## src/rtl/fact_pkg.sv

```systemverilog
// Shared types and constants for the factorial controller.
// State encoding, ALU opcode map and the default overflow bound.
package fact_pkg;

  typedef enum logic [1:0] {
    IDLE,
    MUL,
    DEC,
    DONE
  } fact_state_e;

  localparam logic [2:0] ALU_MUL = 3'b000;
  localparam logic [2:0] ALU_AND = 3'b001;
  localparam logic [2:0] ALU_XOR = 3'b010;
  localparam logic [2:0] ALU_OR  = 3'b011;
  localparam logic [2:0] ALU_DEC = 3'b100;
  localparam logic [2:0] ALU_ADD = 3'b101;
  localparam logic [2:0] ALU_SUB = 3'b110;
  localparam logic [2:0] ALU_INC = 3'b111;

  localparam int FACT_MAX_N = 5;

endpackage

```

## src/rtl/fact_ctrl.sv

```systemverilog
// Factorial controller: drives an external combinational ALU
// through alternating multiply/decrement steps to form n!.
module fact_ctrl
  import fact_pkg::*;
#(
  parameter int WIDTH = 8,
  parameter int MAX_N = FACT_MAX_N
) (
  input  logic             clk,
  input  logic             rst_n,
  input  logic             start_i,
  input  logic [WIDTH-1:0] n_i,
  output logic [WIDTH-1:0] alu_a_o,
  output logic [WIDTH-1:0] alu_b_o,
  output logic [2:0]       sel_alu_o,
  input  logic [WIDTH-1:0] alu_result_i,
  output logic [WIDTH-1:0] result_o,
  output logic             done_o,
  output logic             busy_o,
  output logic             overflow_o
);

  localparam logic [WIDTH-1:0] ONE   = WIDTH'(1);
  localparam logic [WIDTH-1:0] TWO   = WIDTH'(2);
  localparam logic [WIDTH-1:0] MAX_W = WIDTH'(MAX_N);

  fact_state_e      state_q;
  fact_state_e      state_d;
  logic [WIDTH-1:0] acc_q;
  logic [WIDTH-1:0] cnt_q;
  logic [WIDTH-1:0] result_q;
  logic             ovf_q;
  logic             last_dec;

  assign last_dec = (alu_result_i == ONE);

  always_ff @(posedge clk or negedge rst_n) begin
    if (!rst_n) state_q <= IDLE;
    else        state_q <= state_d;
  end

  always_comb begin
    state_d = state_q;
    unique case (state_q)
      IDLE: if (start_i) state_d = (n_i >= TWO) ? MUL : DONE;
      MUL:  state_d = DEC;
      DEC:  state_d = last_dec ? DONE : MUL;
      DONE: state_d = IDLE;
    endcase
  end

  always_comb begin
    sel_alu_o = ALU_MUL;
    alu_a_o   = '0;
    alu_b_o   = '0;
    unique case (state_q)
      MUL: begin
        alu_a_o = acc_q;
        alu_b_o = cnt_q;
      end
      DEC: begin
        sel_alu_o = ALU_DEC;
        alu_a_o   = cnt_q;
      end
      default: ;
    endcase
  end

  assign busy_o     = (state_q != IDLE);
  assign done_o     = (state_q == DONE);
  assign result_o   = result_q;
  assign overflow_o = ovf_q;

  // n < 2 skips the loop, so its result (1) is loaded on accept
  always_ff @(posedge clk or negedge rst_n) begin
    if (!rst_n) begin
      acc_q    <= '0;
      cnt_q    <= '0;
      result_q <= '0;
      ovf_q    <= 1'b0;
    end else begin
      unique case (state_q)
        IDLE: if (start_i) begin
          acc_q    <= ONE;
          cnt_q    <= n_i;
          ovf_q    <= (n_i > MAX_W);
          result_q <= (n_i < TWO) ? ONE : '0;
        end
        MUL: acc_q <= alu_result_i;
        DEC: begin
          cnt_q <= alu_result_i;
          if (last_dec) result_q <= acc_q;
        end
        default: ;
      endcase
    end
  end

endmodule

```

## config.mk

```make
export PLATFORM = sky130hd
export DESIGN_NAME = fact_ctrl
export DESIGN_NICKNAME = d
export VERILOG_FILES = /design/src/rtl/fact_pkg.sv /design/src/rtl/fact_ctrl.sv
export SDC_FILE = /design/constraint.sdc
export NUM_CORES = 1
export LEC_CHECK = 0
export ABC_CLOCK_PERIOD_IN_PS = 1850
export CAP_MARGIN = 20
export CORE_MARGIN = 3
export CORE_UTILIZATION = 41
export DETAILED_ROUTE_END_ITERATION = 7
export GPL_ROUTABILITY_DRIVEN = 0
export PLACE_DENSITY = 0.84
export SETUP_SLACK_MARGIN = 0.15
export SLEW_MARGIN = 40
export SYNTH_ARGS = -nofsm -noshare
export SYNTH_HDL_FRONTEND = slang
export SYNTH_SLANG_ARGS = --single-unit
```

## constraint.sdc

```tcl
create_clock -name clk -period 1.85 [get_ports clk]
set_input_delay 0.37 -clock clk [delete_from_list [all_inputs] [get_ports clk]]
set_output_delay 0.37 -clock clk [all_outputs]
set_load 0.02 [all_outputs]
```

==> flow_summary_export.csv <==
group,metric,value,unit
critical_path,endpoint_kind,"primary output",
route,met3WireLength,317,um
yosys,synth_edf_count,0,
yosys,synth_common_cells,"dfrtp_1, o21ai_0",
clock_network,clock_path_buffers,2,
route,routedWlPerCell,19.9,um
global_routing,grt_start_max_net_pins,28,
route,wl_met2,2610,um
clock_network,clk_pin_slew,160,ps
die,num_rows,21,
sta,holdWs,351,ps
yosys,ys_ff_latch,27,
critical_path,cp.required,1480,ps
critical_path,cp.arrival,1650,ps
clock_network,cts_buffers,3,
die,initial_core_util,43.1,%
yosys,yosysSeqAreaShare,46.2,%
sta,setup_slack,-174,ps
final_layout,synthToLayoutAreaGrowth,74.0,%
clock_network,clock_latency,340,ps
die,die_h,65.7,um
critical_path,cp_max_fo,7,
clock_network,clock_sinks,27,
yosys,syn_avg_cell_area,10.4,um^2
run_status,violations,"setup timing",
global_routing,grt_usage,23.0,%
die,die-area,0.00432,mm^2
power_and_ir_drop,ir_worst_vdd,880,uV
clock_network,cts_tree,"done",
clock_network,cts_max_level,1,
sta,rsz0062_at_grt,"true",
placed_design,dp_hpwl,3080,um
sta,finalCritPeriodShare,109,%
sta,min_period,2020,ps
yosys,synth_top_area_share,46.2,%
placed_design,dp_slack,-483,ps
placed_design,placed_cells,249,
yosys,synthArstFlopShare,100,%
yosys,syn_inst,141,
route,finalWirelength,5370,um
route,top_layer,"met4",
die,num_io_pins,49,
critical_path,ff2ff_setup_slack,20,ps
job,maxCapViolations,0,
die,core-area,0.00339,mm^2
route,wl_met1,2220,um
sta,hold_viol,0,
route,ant_nets,0,
final_layout,stdcell_count,270,
hold_path,hold_path_class,"input pin to flop",
yosys,yosysMostFrequentCell,"dfrtp_1",
sta,fmax,494,MHz
global_routing,gr-total-overflow,0,
run_status,status,"complete, but fails checks",
placed_design,numPortBuffers,46,
global_routing,antenna_found_initial,0,
power_and_ir_drop,power_density,1670,mW/mm^2
sta,setup_viol_count_final,16,
yosys,ys_types,31,
yosys,yosysTopAreaCell,"dfrtp_1",
yosys,syn-cell-area,0.00146,mm^2
critical_path,worst_setup_path_start_kind,"flop",
yosys,synth_area_leaders,"dfrtp_1, mux2i_1, a22o_1, a22oi_1, ha_1",
route,drt_pre_antenna_iters,4,
hold_path,whs_path_depth,3,
route,drt_iter0_markers,144,
final_layout,nets,249,
route,vias_per_cell,5.80,
critical_path,worstSetupPathType,"flop to primary output",
sta,skew,4.27,ps
clock_network,hold_buffers,0,
yosys,synth_flop_cell,"dfrtp_1",
final_layout,drive_gt1_share,50.4,%
die,dieWidth,65.7,um
sta,final_max_slew_viol_count,0,
clock_network,cts-root-buf,"clkbuf_4",
final_layout,nFillCells,189,
global_routing,grt_pass1_wl,7650,um
sta,setup-tns-final,-2390,ps
power_and_ir_drop,leakagePower,0.00126,uW
global_routing,grt_pass1_vias,1487,
route,dr_total_vias,1565,
final_layout,antenna_cells,0,
final_layout,fin_util,75.0,%
yosys,yosys_warnings,0,
route,drc_errors,0,
critical_path,worst-r2r-cell-count,7,
timing repair:
item | in CTS | in global routing
pin swaps | 8 | 4
endpoints found under the hold margin | 0 | 0
setup endpoints to repair | 45 | 49
gates resized for setup | 138 | 33
buffers inserted | 15 | 2
registers in the layout, indices dropped and copies added, names as in the netlist:
signal / flops
result_o: 8
acc_q: 8
state_q: 2
cnt_q: 8
overflow_o: 1
final timing paths:
kind,startpoint,endpoint
max,state_q[0],alu_b_o[6]
min,alu_result_i[5],acc_q[5]
max reg2reg,state_q[1],result_o[0]
min reg2reg,result_o[7],result_o[7]
max in group asynchronous,rst_n,result_o[0]
min in group asynchronous,rst_n,cnt_q[1]
logic make-up (layout without fill, tap and decap cells):
logic type / after synthesis / in the layout / synth area share, %
and+or+nand+nor: 38 / 38 / 15.3
AOI/OAI and AO/OA: 42 / 42 / 21.3
DFF: 27 / 27 / 46.2
other: 1 / 2 / 0.257
muxes: 10 / 10 / 6.94
adders and majority gates: 5 / 5 / 4.28
buffers and inverters: 18 / 100 / 5.65
routing by layer:
metal	global-route usage (%)	vias up
li1	-	671
met1	29.6	763
met2	39.7	103
met3	2.39	28
met4	8.03	0
met5	0	-
power by group:
| group | leakage (uW) | switching (uW) | internal, uW |
|---|---|---|---|
| logic | 0.000899 | 1460 | 1530 |
| registers | 0.000343 | 191 | 783 |
| clock network | 0.0000177 | 196 | 81.4 |
per-stage QoR:
step                cell area [um^2]  total power [uW]
floorplan                       1500              2120
global placement                2150              2990
detailed placement              2150              3060
CTS                             2420              3830
global route                    2540              4430
finish                          2540              4250
area by class of cell:
| type | instances | area, um^2 | area share (%) |
|---|---|---|---|
| clock inverters | 1 | 5.00 | 0.197 |
| repair buffers | 89 | 853 | 33.6 |
| inverters | 7 | 26.3 | 1.03 |
| well taps | 46 | 57.6 | 2.26 |
| clock buffers | 3 | 22.5 | 0.886 |
| flip-flops and latches | 27 | 676 | 26.6 |
| multi-input cells | 97 | 902 | 35.5 |
critical path: stages, from the launching register on:
cell and delay [ps]:
dfrtp_1 450, buf_6 140, ha_4 190, buf_6 150
and2_1 130, clkdlybuf4s15_2 250
cell usage in the layout (no fill, tap or decap), types with 5 or more instances in the layout:
cell and instances:
nand2_1 9, dfrtp_1 27, o21ai_0 9, nor2b_2 6, a22o_1 8, dlymetal6s2s_1 8
inv_1 6, buf_6 23, and2_1 5, clkdlybuf4s50_1 14, buf_4 36, a22oi_2 8
mux2i_1 8, a22o_2 6
Power figures use the tool's default switching activity.
